--- src/rtl/mux_rr_reg.sv ---
// ============================================================================
// Module   : mux_rr_reg
// Purpose  : N-to-1 channel mux feeding a 1-deep registered output slice,
//            with either fixed select (MODE 0) or round-robin grant (MODE 1).
// Revision : 1.0
// ============================================================================
`default_nettype none

module mux_rr_reg #(
  parameter int WIDTH    = 24,
  parameter int CHANNELS = 8,
  parameter int MODE     = 0,
  localparam int SELW    = (CHANNELS > 2) ? $clog2(CHANNELS) : 1
) (
  input  logic                      Clock,
  input  logic                      ResetN,
  input  logic [CHANNELS*WIDTH-1:0] Hyrja,
  input  logic [CHANNELS-1:0]       HyrjaValid,
  output logic [CHANNELS-1:0]       HyrjaReady,
  input  logic [SELW-1:0]           s,
  output logic [WIDTH-1:0]          Dalja,
  output logic                      DaljaValid,
  input  logic                      DaljaReady,
  output logic [SELW-1:0]           Kanali
);

  logic [SELW-1:0]  w_gnt;
  logic             w_gnt_vld;
  logic [WIDTH-1:0] w_data;
  logic             w_accept;
  logic             w_load;

  logic [WIDTH-1:0] r_data;
  logic             r_valid;
  logic [SELW-1:0]  r_kanali;

  assign w_accept = !r_valid || DaljaReady;
  assign w_load   = w_gnt_vld && w_accept;

  generate
    if (MODE == 0) begin : g_fixed
      // Out-of-range selects match no channel and therefore grant nothing.
      always_comb begin
        w_gnt     = '0;
        w_gnt_vld = 1'b0;
        for (int k = 0; k < CHANNELS; k++) begin
          if (s == SELW'(k)) begin
            w_gnt     = s;
            w_gnt_vld = HyrjaValid[k];
          end
        end
      end
    end else begin : g_rr
      logic [SELW-1:0] r_ptr;
      logic            w_unused_s;

      assign w_unused_s = ^s;

      // Lowest valid channel at or above ptr wins; otherwise wrap to lowest valid.
      always_comb begin
        w_gnt     = '0;
        w_gnt_vld = 1'b0;
        for (int k = CHANNELS - 1; k >= 0; k--) begin
          if (HyrjaValid[k]) begin
            w_gnt     = SELW'(k);
            w_gnt_vld = 1'b1;
          end
        end
        for (int k = CHANNELS - 1; k >= 0; k--) begin
          if (HyrjaValid[k] && (SELW'(k) >= r_ptr)) begin
            w_gnt = SELW'(k);
          end
        end
      end

      always_ff @(posedge Clock or negedge ResetN) begin
        if (!ResetN) begin
          r_ptr <= '0;
        end else if (w_load) begin
          r_ptr <= (int'(w_gnt) == CHANNELS - 1) ? '0 : w_gnt + 1'b1;
        end
      end
    end
  endgenerate

  always_comb begin
    w_data = '0;
    for (int k = 0; k < CHANNELS; k++) begin
      if (w_gnt == SELW'(k)) begin
        w_data = Hyrja[k*WIDTH +: WIDTH];
      end
    end
  end

  always_comb begin
    HyrjaReady = '0;
    for (int k = 0; k < CHANNELS; k++) begin
      if (w_gnt_vld && (w_gnt == SELW'(k))) begin
        HyrjaReady[k] = w_accept && ResetN;
      end
    end
  end

  always_ff @(posedge Clock or negedge ResetN) begin
    if (!ResetN) begin
      r_data   <= '0;
      r_valid  <= 1'b0;
      r_kanali <= '0;
    end else if (w_load) begin
      r_data   <= w_data;
      r_kanali <= w_gnt;
      r_valid  <= 1'b1;
    end else if (DaljaReady) begin
      r_valid  <= 1'b0;
    end
  end

  assign Dalja      = r_data;
  assign DaljaValid = r_valid;
  assign Kanali     = r_kanali;

endmodule

`default_nettype wire

--- config.mk ---
export PLATFORM = sky130hd
export DESIGN_NAME = mux_rr_reg
export DESIGN_NICKNAME = d
export VERILOG_FILES = /design/src/rtl/mux_rr_reg.sv
export SDC_FILE = /design/constraint.sdc
export NUM_CORES = 1
export LEC_CHECK = 0
export BUFFER_PORTS_ARGS = -buffer_cell sky130_fd_sc_hd__buf_2
export CAP_MARGIN = 20
export CORE_ASPECT_RATIO = 0.5
export CORE_UTILIZATION = 37
export DETAILED_ROUTE_END_ITERATION = 8
export HOLD_SLACK_MARGIN = 0.03
export PLACE_DENSITY = 0.87
export SLEW_MARGIN = 20
export SYNTH_ARGS = -nofsm -noshare
export SYNTH_HDL_FRONTEND = slang
export SYNTH_SLANG_ARGS = --single-unit
--- constraint.sdc ---
create_clock -name Clock -period 1.8 [get_ports Clock]
set_clock_uncertainty 0.2 [all_clocks]
set_input_delay 0.36 -clock Clock [delete_from_list [all_inputs] [get_ports Clock]]
set_output_delay 0.36 -clock Clock [all_outputs]
set_load 0.05 [all_outputs]
==> impl_results.md <==
* Gr usage total at 26.8%
* Ys Warns at 0
* CTS Buf Count at 3
* Fin Setup TNS at -2.81 ns
* Status: finished, violations left
* Worst r2r dst: Dalja[18]
* Horiz. Die Dim at 131 µm
* Placed wire-length estimate at 9.12 mm
* Nature of the critical path startpoint: primary input
* Worst r2r path cells at 5
* Floorplan core area at 0.00800 mm²
* Routed vias at 3727
* CTS clk-pin slew, worst paths at 0.07 ns
* RR Startpoint: DaljaValid
* Area Growth Syn to Fin at 73.7%
* GRT overflow at 0
* Main synth FF type: dfrtp_1
* Rows at 23
* Area of the mapped netlist at 0.00306 mm²
* WP data required at 1.24 ns
* Avg Inst Size Synth at 9.45 µm²
* Post-route ant nets at 0
* CTS tree: yes
* Max Cap Viol at 0
* Hold Fails Final Rpt at 0
* Initial Util at 38.3%
* Post-synth EDFFs at 0
* Layout cells sized above 1 at 62.4%
* Die height at 66.3 µm
* Ant. Diodes at 0
* GPL Wtd Cong at 0.865
* Nets at 802
* Cell area power density at 698 mW/mm²
* Worst hold slack at 0.0179 ns
* First-pass GRT wire length at 17.6 mm
* Worst-Margin Slew at 0.469 ns
* Filler instances at 643
* DRT iter0 DRCs at 204
* Area of the multi-input gates at 0.00241 mm²
* Top cells by area, synth: dfrtp_1, mux2i_1, mux2_4, mux4_2, nand2_1
* PortBufs at 241
* Die footprint at 0.00866 mm²
* DR vias/cell at 5.27
* Antenna violations before repair at 0
* Critical path class: in -> out
* Max incr delay on CP at 0.20 ns
* Crit path cell chain: buf_12, nand2b_4, a211oi_2, a21o_1, o21ai_4, nor3_4, buf_6
* Post-Route WL at 12.1 mm
* Max Root-Sink Buffers at 2
* I/O Pins at 242
* Post-synth top area share at 22.9%
* Final Cycle Share at 113%
* Buf+Inv Stages, Crit Path at 2
* FF+latch area at 702 µm²
* Wire per inst at 17.1 µm
* Slew headroom at 68.6%
* Largest net degree at the start of global routing at 34
* Critical path capture point type: output port
* Distinct cells, synth at 33
* Htree depth at 1
* RSZ-0062 raised after global routing: true
* Failing checks: DRC, setup timing
* Syn Inst Count at 324
* Total placed cells including tap cells at 682
* Delay-heaviest family, CP: compound AO/OA/AOI/OAI gates
* Setup-failing EPs final at 32
* Highest clock rate at 0.491 GHz
* Tightest Hold Check Type: in -> async
* Clock Root Buffer: clkbuf_16
* Worst R2R Setup Slack at 0.10 ns
* Synth area leader: dfrtp_1
* Final Instance Count excl. Fillers at 707
* Commonest cells post-synth: mux2i_1, nand2_1, dfrtp_1
* Fin worst setup slack at -0.235 ns
* Drc violations at 2
* Number of global-route vias before repair at 3511
* Slew Viols, Final at 0
* Synthesized Nets at 530
* DRT Pass-1 Iters at 6
* Max VDD drop at 427 µV
* Post-synth ARST share at 100%
* Worst path arrival time at 1.48 ns
* Flops & latches, synth at 28
* P_leak at 0.00269 µW
* Worst skew pair latency at 0.26 ns
* Clk sinks at 28
* Critical path fanouts, max at 6
* Seq/Total Area, Yosys at 22.9%
* Fin crit period at 2.04 ns
* Most common cell in the netlist: mux2i_1
* Slowest-stage cell, CP: a21o_1
## layout make-up
cell class	instances	area share, %
sequential	28	13.2
clock buffer	4	1.48
inverter	1	0.212
multi-input combinational	262	45.3
tap	112	2.64
timing repair buffer	300	37.1
## state kept, by name, summed over array words and instances, names as in the netlist
register and count:
Dalja 24, Kanali 3, DaljaValid 1
## per-layer routing
metal,GRT usage [%],part of all wire (%),vias up
li1,-,-,1795
met1,33.8,41,1773
met2,47.5,51,134
met3,4.45,5.6,25
met4,6.90,1.8,0
met5,0,0,-
## report_power, final
group	leakage, µW	switching, µW	internal [µW]
sequential	0.000325	121	819
clock	0.0000382	216	304
combinational	0.00233	1310	937
total	0.00269	1650	2060
## layout by cell type (no fill, tap or decap), types with 2 or more instances in the layout
master         Yosys  final
a22o_1             5      5
a22oi_1           13     12
o211ai_1           9      9
dfrtp_1           28     27
buf_6              2     14
mux2_4            20     21
nand2b_4           0      2
nand2_1           42     38
nor4_4             0      4
mux4_2            11     11
nand2b_1           4      2
mux2i_4            0      2
nand3_1           11     10
o21ai_0           17      8
buf_16             0      3
clkbuf_16          0      3
mux2i_1           53     48
mux2i_2            0      3
nor3_4             0      3
buf_8              0      4
buf_2              6    230
buf_4              8     35
dlygate4sd3_1      0      2
a32o_1             9      9
a21oi_1           15     15
nor3_1            11      8
buf_12             2     12
nand2_4            0      2
a211o_1            8      8
o21ai_1            2      9
mux2_2             8      7
o22ai_1            9      9
## what timing repair did
action,CTS,global route
gates cloned,3,0
hold endpoints to repair,28,0
hold buffers,3,0
setup buffers,13,7
setup endpoints to repair,35,51
resized for setup,53,16
pin swaps,12,10
## worst register-to-register path, delay by kind of cell, from the launching register on
kind	cells	cell delay, ns
buffers and inverters	2	0.28
AOI/OAI and AO/OA	1	0.20
muxes	1	0.33
and+or+nand+nor	1	0.15
DFF	1	0.44
## logic make-up (layout without fill, tap and decap cells)
group / after synthesis / count (layout) / synth area share, %
multiplexers: 92 / 92 / 38.2
AND/OR/NAND/NOR: 79 / 79 / 11.6
buffers and inverters: 34 / 305 / 6.95
flip-flops: 28 / 28 / 22.9
AO/OA/AOI/OAI: 91 / 91 / 20.4
## metrics by stage
| stage | area [µm²] | utilization [%] | power [µW] | setup slack, ns |
|---|---|---|---|---|
| 2_1_floorplan | 3320 | - | 2390 | -0.383 |
| 3_3_place_gp | 4740 | 59.3 | 2990 | -0.505 |
| 3_5_place_dp | 4740 | 59.3 | 3030 | -0.543 |
| 4_1_cts | 5250 | 65.6 | 3690 | -0.242 |
| 5_1_grt | 5320 | 66.5 | 3890 | -0.320 |
| 6_report | 5320 | 66.5 | 3710 | -0.235 |
## worst max path at each step
stage / start / to / slack (ns) / depth (start not counted)
3_5_place_dp: s[0] / Dalja[13] / -0.54 / 7
2_1_floorplan: s[0] / HyrjaReady[4] / -0.38 / 6
5_1_grt: s[0] / HyrjaReady[5] / -0.32 / 7
6_report: s[0] / HyrjaReady[5] / -0.24 / 7
4_1_cts: s[0] / HyrjaReady[5] / -0.24 / 7
3_3_place_gp: s[0] / Dalja[12] / -0.50 / 7
Power figures use the tool's default switching activity.
